**src/rtl/pc_fetch_ctrl_if.sv**
```systemverilog
// rtl/pc_fetch_ctrl_if.sv - handshake and bus bundle between decoder/bench, target LUT and pc_fetch_ctrl
//
// Signals (directions seen from the controller, modport slave):
//   Init          in   one-cycle start pulse
//   Branch_taken  in   taken branch or jump this cycle
//   Branch_ptr    in   LUT pointer from the current instruction
//   Halt          in   program-done instruction seen
//   PC_target     in   combinational return from the target LUT
//   LUT_addr      out  pointer to the LUT (pass of Branch_ptr)
//   Prog_state    out  active program index 0..2
//   PC            out  instruction-memory address
//   Running       out  high while a program runs
//   Ack           out  high once a program has finished
//   Cycle_count   out  RUN cycle counter, present only with PC_CYCLE_COUNT_EN
// The master modport is the driving side (decoder, LUT, bench).
interface pc_fetch_ctrl_if #(
    parameter int PC_W  = 10,
    parameter int PTR_W = 3
);
    logic             Init;
    logic             Branch_taken;
    logic [PTR_W-1:0] Branch_ptr;
    logic             Halt;
    logic [PC_W-1:0]  PC_target;
    logic [PTR_W-1:0] LUT_addr;
    logic [1:0]       Prog_state;
    logic [PC_W-1:0]  PC;
    logic             Running;
    logic             Ack;
`ifdef PC_CYCLE_COUNT_EN
    logic [15:0]      Cycle_count;
`endif

    modport master (
        output Init, Branch_taken, Branch_ptr, Halt, PC_target,
        input  LUT_addr, Prog_state, PC, Running, Ack
`ifdef PC_CYCLE_COUNT_EN
        , input Cycle_count
`endif
    );

    modport slave (
        input  Init, Branch_taken, Branch_ptr, Halt, PC_target,
        output LUT_addr, Prog_state, PC, Running, Ack
`ifdef PC_CYCLE_COUNT_EN
        , output Cycle_count
`endif
    );
endinterface

```
**src/rtl/pc_fetch_ctrl.sv**
```systemverilog
// rtl/pc_fetch_ctrl.sv - program counter and three-program sequencer driving the branch-target LUT
//
// Ports:
//   Clk      in   sole clock, rising edge
//   Reset_n  in   asynchronous active-low reset
//   bus      pc_fetch_ctrl_if.slave (Init/Branch/Halt/PC_target in; LUT_addr,
//            Prog_state, PC, Running, Ack out; Cycle_count out when enabled)
// Optional feature macro: PC_CYCLE_COUNT_EN adds a saturating 16-bit count of
// RUN cycles on bus.Cycle_count, cleared on reset and on each accepted Init.
module pc_fetch_ctrl #(
    parameter int PC_W   = 10,
    parameter int PTR_W  = 3,
    parameter int START0 = 0,
    parameter int START1 = 0,
    parameter int START2 = 0
) (
    input  logic           Clk,
    input  logic           Reset_n,
    pc_fetch_ctrl_if.slave bus
);
    typedef enum logic [1:0] {
        IDLE = 2'd0,
        RUN  = 2'd1,
        DONE = 2'd2
    } state_t;

    state_t           state_q, state_d;
    logic [PC_W-1:0]  pc_q, pc_d;
    logic [1:0]       prog_q, prog_d;
    logic             first_run_q, first_run_d;
    logic             init_accept;
    logic [PTR_W-1:0] lut_addr;

    function automatic logic [PC_W-1:0] start_of(input logic [1:0] p);
        case (p)
            2'd1:    return PC_W'(START1);
            2'd2:    return PC_W'(START2);
            default: return PC_W'(START0);
        endcase
    endfunction

    // Program index cycles 0->1->2->0 so the value 3 is never produced.
    function automatic logic [1:0] next_prog(input logic [1:0] p);
        return (p == 2'd2) ? 2'd0 : p + 2'd1;
    endfunction

    // Init is only honoured outside RUN; a mid-program Init is dropped.
    assign init_accept = bus.Init && (state_q != RUN);

    always_ff @(posedge Clk or negedge Reset_n) begin
        if (!Reset_n) begin
            state_q     <= IDLE;
            pc_q        <= '0;
            prog_q      <= 2'd0;
            first_run_q <= 1'b1;
        end else begin
            state_q     <= state_d;
            pc_q        <= pc_d;
            prog_q      <= prog_d;
            first_run_q <= first_run_d;
        end
    end

    always_comb begin
        state_d     = state_q;
        pc_d        = pc_q;
        prog_d      = prog_q;
        first_run_d = first_run_q;
        case (state_q)
            RUN: begin
                // Halt outranks a branch in the same cycle and freezes PC.
                if (bus.Halt) begin
                    state_d = DONE;
                end else if (bus.Branch_taken) begin
                    pc_d = bus.PC_target;
                end else begin
                    pc_d = pc_q + PC_W'(1);
                end
            end
            IDLE, DONE: begin
                if (init_accept) begin
                    state_d     = RUN;
                    first_run_d = 1'b0;
                    // The first start after reset runs the current program;
                    // every later start moves on to the next one.
                    prog_d      = first_run_q ? prog_q : next_prog(prog_q);
                    pc_d        = start_of(prog_d);
                end
            end
            default: state_d = IDLE;
        endcase
    end

`ifdef PC_CYCLE_COUNT_EN
    logic [15:0] cycle_q;

    always_ff @(posedge Clk or negedge Reset_n) begin
        if (!Reset_n) begin
            cycle_q <= '0;
        end else if (init_accept) begin
            cycle_q <= '0;
        end else if ((state_q == RUN) && (cycle_q != 16'hFFFF)) begin
            cycle_q <= cycle_q + 16'd1;
        end
    end

    assign bus.Cycle_count = cycle_q;
`endif

    assign lut_addr       = bus.Branch_ptr;
    assign bus.LUT_addr   = lut_addr;
    assign bus.PC         = pc_q;
    assign bus.Prog_state = prog_q;
    assign bus.Running    = (state_q == RUN);
    assign bus.Ack        = (state_q == DONE);
endmodule

```
**src/flat_wrapper.sv**
```systemverilog
// flat-port wrapper written by rule: the top's interface ports become plain ports
module pc_fetch_ctrl_flat 
#(
    parameter int PC_W   = 10,
    parameter int PTR_W  = 3,
    parameter int START0 = 0,
    parameter int START1 = 0,
    parameter int START2 = 0
)
  (Clk, Reset_n, bus_Init, bus_Branch_taken, bus_Branch_ptr, bus_Halt, bus_PC_target, bus_LUT_addr, bus_Prog_state, bus_PC, bus_Running, bus_Ack);
  pc_fetch_ctrl_if #(.PC_W(PC_W), .PTR_W(PTR_W)) bus_i ();
  input  logic Clk;
  input  logic Reset_n;
  input wire logic [$bits(bus_i.Init)-1:0] bus_Init;
  input wire logic [$bits(bus_i.Branch_taken)-1:0] bus_Branch_taken;
  input wire logic [$bits(bus_i.Branch_ptr)-1:0] bus_Branch_ptr;
  input wire logic [$bits(bus_i.Halt)-1:0] bus_Halt;
  input wire logic [$bits(bus_i.PC_target)-1:0] bus_PC_target;
  output wire logic [$bits(bus_i.LUT_addr)-1:0] bus_LUT_addr;
  output wire logic [$bits(bus_i.Prog_state)-1:0] bus_Prog_state;
  output wire logic [$bits(bus_i.PC)-1:0] bus_PC;
  output wire logic [$bits(bus_i.Running)-1:0] bus_Running;
  output wire logic [$bits(bus_i.Ack)-1:0] bus_Ack;
  assign bus_i.Init = bus_Init;
  assign bus_i.Branch_taken = bus_Branch_taken;
  assign bus_i.Branch_ptr = bus_Branch_ptr;
  assign bus_i.Halt = bus_Halt;
  assign bus_i.PC_target = bus_PC_target;
  assign bus_LUT_addr = bus_i.LUT_addr;
  assign bus_Prog_state = bus_i.Prog_state;
  assign bus_PC = bus_i.PC;
  assign bus_Running = bus_i.Running;
  assign bus_Ack = bus_i.Ack;
  pc_fetch_ctrl #(.PC_W(PC_W), .PTR_W(PTR_W), .START0(START0), .START1(START1), .START2(START2)) u_core (.Clk(Clk), .Reset_n(Reset_n), .bus(bus_i));
endmodule
```
**config.mk**
```make
export PLATFORM = sky130hd
export DESIGN_NAME = pc_fetch_ctrl_flat
export DESIGN_NICKNAME = d
export VERILOG_FILES = /design/src/rtl/pc_fetch_ctrl_if.sv /design/src/rtl/pc_fetch_ctrl.sv /design/src/flat_wrapper.sv
export SDC_FILE = /design/constraint.sdc
export NUM_CORES = 1
export LEC_CHECK = 0
export BUFFER_PORTS_ARGS = -buffer_cell sky130_fd_sc_hd__buf_2
export CELL_PAD_IN_SITES_DETAIL_PLACEMENT = 1
export CELL_PAD_IN_SITES_GLOBAL_PLACEMENT = 2
export CORE_MARGIN = 2
export CORE_UTILIZATION = 28
export CTS_BUF_LIST = sky130_fd_sc_hd__clkbuf_4 sky130_fd_sc_hd__clkbuf_8
export CTS_CLUSTER_SIZE = 10
export DETAILED_ROUTE_END_ITERATION = 16
export HOLD_SLACK_MARGIN = 0.1
export PLACE_DENSITY = 0.9
export SLEW_MARGIN = 20
export SYNTH_ARGS = -nofsm -noshare
export SYNTH_HDL_FRONTEND = slang
export SYNTH_SLANG_ARGS = --single-unit
```
**constraint.sdc**
```tcl
create_clock -name Clk -period 1.9 [get_ports Clk]
set_input_delay 0.19 -clock Clk [delete_from_list [all_inputs] [get_ports Clk]]
set_output_delay 0.19 -clock Clk [all_outputs]
set_load 0.01 [all_outputs]
```
# Word-level counts from Yosys, hierarchy flattened
# Index checks and enable logic that the tools add are counted.
# totals
regBits,15
in_bits,18
# classes
reduce_logical,8
eq_ne,7
n_bitwise,1
n_addsub,2
n_mux,8
# op_table
op,n
2-to-1 mux 10 bit,3
case mux 10 bit (2 select lines),1
"adder 10 x 1 -> 10 bit, second input constant",1
2-to-1 mux 2 bit,3
AND reduction 3 bit,2
"equality test 2 bit, second input constant",2
"inequality test 2 x 1 -> 1 bit, second input constant",2
"inequality test 2 bit, second input constant",2
case mux 2 bit (2 select lines),1
AND reduction 2 bit,2
"adder 2 x 1 -> 2 bit, second input constant",1
"equality test 2 x 1 -> 1 bit, second input constant",1
zero test 2 bit,1
nonzero test 2 bit,1
OR reduction 2 bit,1
logical AND 1 bit,1
NOT 1 bit,1

# Logic depth before layout (Yosys ltp)
# depth
word_depth,4
ltp_mapped,5
mapped_depth_nobuf,5

# Worst setup path after synthesis
# No wires, ideal clock.
# synth_timing
path_type,register to register
startpoint,register u_core.state_q[1]
endpoint,register u_core.pc_q[9] (netlist: u_core.bus.PC[9])
arrival_time_ns,1.416
path_stages_with_launch,5
path_buffers,1
setup_slack_ns,0.415
cell_sequence,dfrtp_1 or4b_1 buf_2 or3_1 nand3_1
# synth_via
elab_chain_len,4
# synth_rtl
element,line_no,text
from (decl),pc_fetch_ctrl.sv:27,"state_t state_q, state_d;"
from (signal assigned),pc_fetch_ctrl.sv:57,state_q <= state_d;
"equality test 2 bit, or another cell as far along",pc_fetch_ctrl.sv:69,case (state_q)
OR reduction 2 bit / logical AND 1 bit (equally long branches),"pc_fetch_ctrl.sv:69, pc_fetch_ctrl.sv:48",
inequality test 2 x 1 -> 1 bit (no source line) / nonzero test 2 bit (equally long branches),--,
AND reduction 3 bit (no source line),--,
to (signal assigned),pc_fetch_ctrl.sv:58,pc_q <= pc_d;
to (decl),pc_fetch_ctrl.sv:28,"logic [PC_W-1:0] pc_q, pc_d;"
# Several ways; a longest one is shown, not always the timed one.
# A chain may end at the register's enable or synchronous reset.

# Final worst setup path
# Same ends and word-level chain as after synthesis.

==> results.txt <==
Remaining max-slew budget at the tightest pin - 77.7%
Buffers on Ports - 28
Clock Tree Buf Depth - 2
Max rail drop VDD - 0.293 mV
Post-detailed-route via-to-cell ratio - 5.37
Wire length of the first global-routing pass - 3800 um
Cell types with the highest counts after synthesis - 14 x dfrtp_1, 8 x nand2_1, 8 x nand3_1
Status - complete, but fails checks
Max-slew violation count - 0
Mux share of post-synthesis cell area - 2.67%
TritonCTS clock tree - built
EDFF count, synth - 0
Initial cell density of the core - 30.1%
Detailed Place HPWL - 1710 um
Final TNS setup - 0 ns
Signed area change from the synthesized netlist to the final layout - 21.8%
Dominant cell type by area after synthesis - dfrtp_1
Hold WS - 0.144 ns
Combinational family with the most area after synthesis - simple AND/OR/NAND/NOR gates
All-layer global routing usage - 14.8%
Vias - 784
Top cells by area, synth - dfrtp_1 41%, buf_4 5.3%, a22o_1 5.2%
Transition time at the pin with the least slew margin - 0.335 ns
Post-route non-filler standard cell count - 146
Endpoint class of the critical path - flop
Finished Core Util - 36.7%
Fraction of synthesized cell area in xor and xnor cells - 6.22%
Failing checks - design-rule violations
FILL cells - 351
Power per Cell Area - 938 nW/um2
Simple-Gate Fraction of Synth Area - 20.6%
First DRT Iteration DRCs - 7
Finish-stage setup viols - 0
Min-Delay Path Class - in2reg
Detailed-route DRC error count - 2
Yosys warning total - 0
WL/cell - 15.1 um
Via count of the first global-routing pass - 824
Source-to-sink clock delay at the later pin of the worst-skew pair - 0.29 ns
Top-level I/O count - 35
Height of the die - 58.9 um
Fin worst setup slack - 0.296 ns
Area of the core - 2810 um2
Final Instance Area - 1030 um2
# Max-Cap Violations - 0
Fraction of synthesized cell area taken by the top area cell type - 41.5%
Cts repair resizes - 0
DRT antenna net count - 0
Most common cell in the synthesized netlist - dfrtp_1
Register clock-pin slew on the reported worst setup and hold paths - 0.10 ns
Synth cell types - 30
Setup repair after global routing missed its margin - false
Clk sink count - 15
Maximum frequency from static timing analysis - 0.624 GHz
Worst endpoint required time - 2.12 ns
Hold_buf cts - 1
Share of post-route cells with drive strength above 1 - 33.0%
Routability-driven placement congestion ratio - 0.737
Number of clock buffers inserted by TritonCTS - 3
Total Power Consumption - 965 uW
Detailed-routing iteration count for the pre-antenna-repair pass - 10
Hold Fails Final Rpt - 0
Main synth FF type - dfrtp_1
Antenna diodes - 0
Htree depth - 1
Static leakage - 0.505 nW
Min Tclk post-route - 1.60 ns
Inst Count DP - 141
Final period utilization - 84.4%
Share of synthesized registers carrying an async set or reset - 100%
Final Skew - 0.00529 ns
Post-synthesis net count - 106
Biggest fanout along the worst timing path - 7
Floorplan die width - 58.9 um
Number of nets in the final layout - 135
Sequential element share of the synthesized area - 44.6%
Mapped Avg Cell Area - 9.71 um2
Share of the synthesized area in compound gates (AO/OA/AOI/OAI) - 17.0%
Synthesis-stage register bit count - 15
Class of the most critical setup path - reg2reg
Antenna violations before repair - 0
Synthesized netlist cell count - 87
Startpoint class of the critical path - flop
Setup bufs post-CTS - 0
Overflow left after global routing - 0
Netlist area before placement - 845 um2
CTS Root Cell - clkbuf_4
Detailed-route wire length - 2200 um
Setup slack after placement - 0.318 ns
Adder-cell share of the synthesized area - 1.48%
Largest net degree at the start of global routing - 16
Placed Area - 991 um2
Crit path DAT - 1.83 ns
Die footprint - 3470 um2
Count of standard-cell rows - 19
## flip-flops by register name (all words and copies together) (netlist names)
signal	cells
u_core.bus.PC	10
u_core.bus.Prog_state	2
u_core.first_run_q	1
u_core.state_q	2
## worst paths after layout
| path | end | cells after the start | start | slack (ns) |
|---|---|---|---|---|
| min in group asynchronous | u_core.bus.PC[0] | 2 | Reset_n | 0.33 |
| min reg2reg | u_core.bus.PC[9] | 2 | u_core.bus.PC[9] | 0.52 |
| max | u_core.bus.PC[9] | 3 | u_core.state_q[1] | 0.30 |
| min | u_core.bus.PC[8] | 3 | bus_PC_target[8] | 0.14 |
| max reg2reg | u_core.bus.PC[9] | 3 | u_core.state_q[1] | 0.30 |
| max in group asynchronous | u_core.first_run_q | 2 | Reset_n | 1.28 |
## layout make-up
| type | count | area [um2] | share of cell area [%] |
|---|---|---|---|
| clock inverters | 1 | 5.00 | 0.487 |
| inverters | 2 | 7.51 | 0.730 |
| clock buffers | 3 | 22.5 | 2.19 |
| repair buffers | 32 | 173 | 16.8 |
| well taps | 31 | 38.8 | 3.77 |
| multi-input cells | 62 | 405 | 39.4 |
| flip-flops and latches | 15 | 377 | 36.6 |
## cells by family (layout without fill, tap and decap cells)
logic type      Yosys count  count (layout)
compound gates           21              21
xor+xnor                  6               6
fa+ha+maj                 1               1
buf+inv                  10              38
flops                    15              15
mux                       2               2
simple gates             32              32
## per-layer routing
| layer | vias up | global-route usage, % | wire length [um] |
|---|---|---|---|
| li1 | 368 | - | - |
| met2 | 22 | 25.1 | 1090 |
| met5 | - | 0 | 0 |
| met3 | 2 | 4.62 | 147 |
| met4 | 0 | 6.17 | 16 |
| met1 | 392 | 17.2 | 951 |
## layout by cell type (no fill, tap or decap), types with 2 or more instances in the layout
master    instances
buf_2            28
dfrtp_1          14
nand3_1           8
nand2_1           8
o21ai_1           6
xor2_1            5
a22o_1            5
o21ai_0           4
nor2b_1           3
and2_1            3
a32oi_1           3
clkbuf_4          3
buf_4             3
nand4_1           2
nor2_1            2
## worst max-delay path, cell delays in order, from the launching register on
cell	delay, ns
dfrtp_1	0.41
or4b_1	0.65
or3_1	0.40
nand3_1	0.08
## report_power, final
part | internal [mW] | switching (mW) | leakage [nW]
registers | 0.386 | 0.0801 | 0.195
logic | 0.149 | 0.162 | 0.292
clock network | 0.0781 | 0.110 | 0.0177
Note: power is estimated with default switching activity, not from simulation.
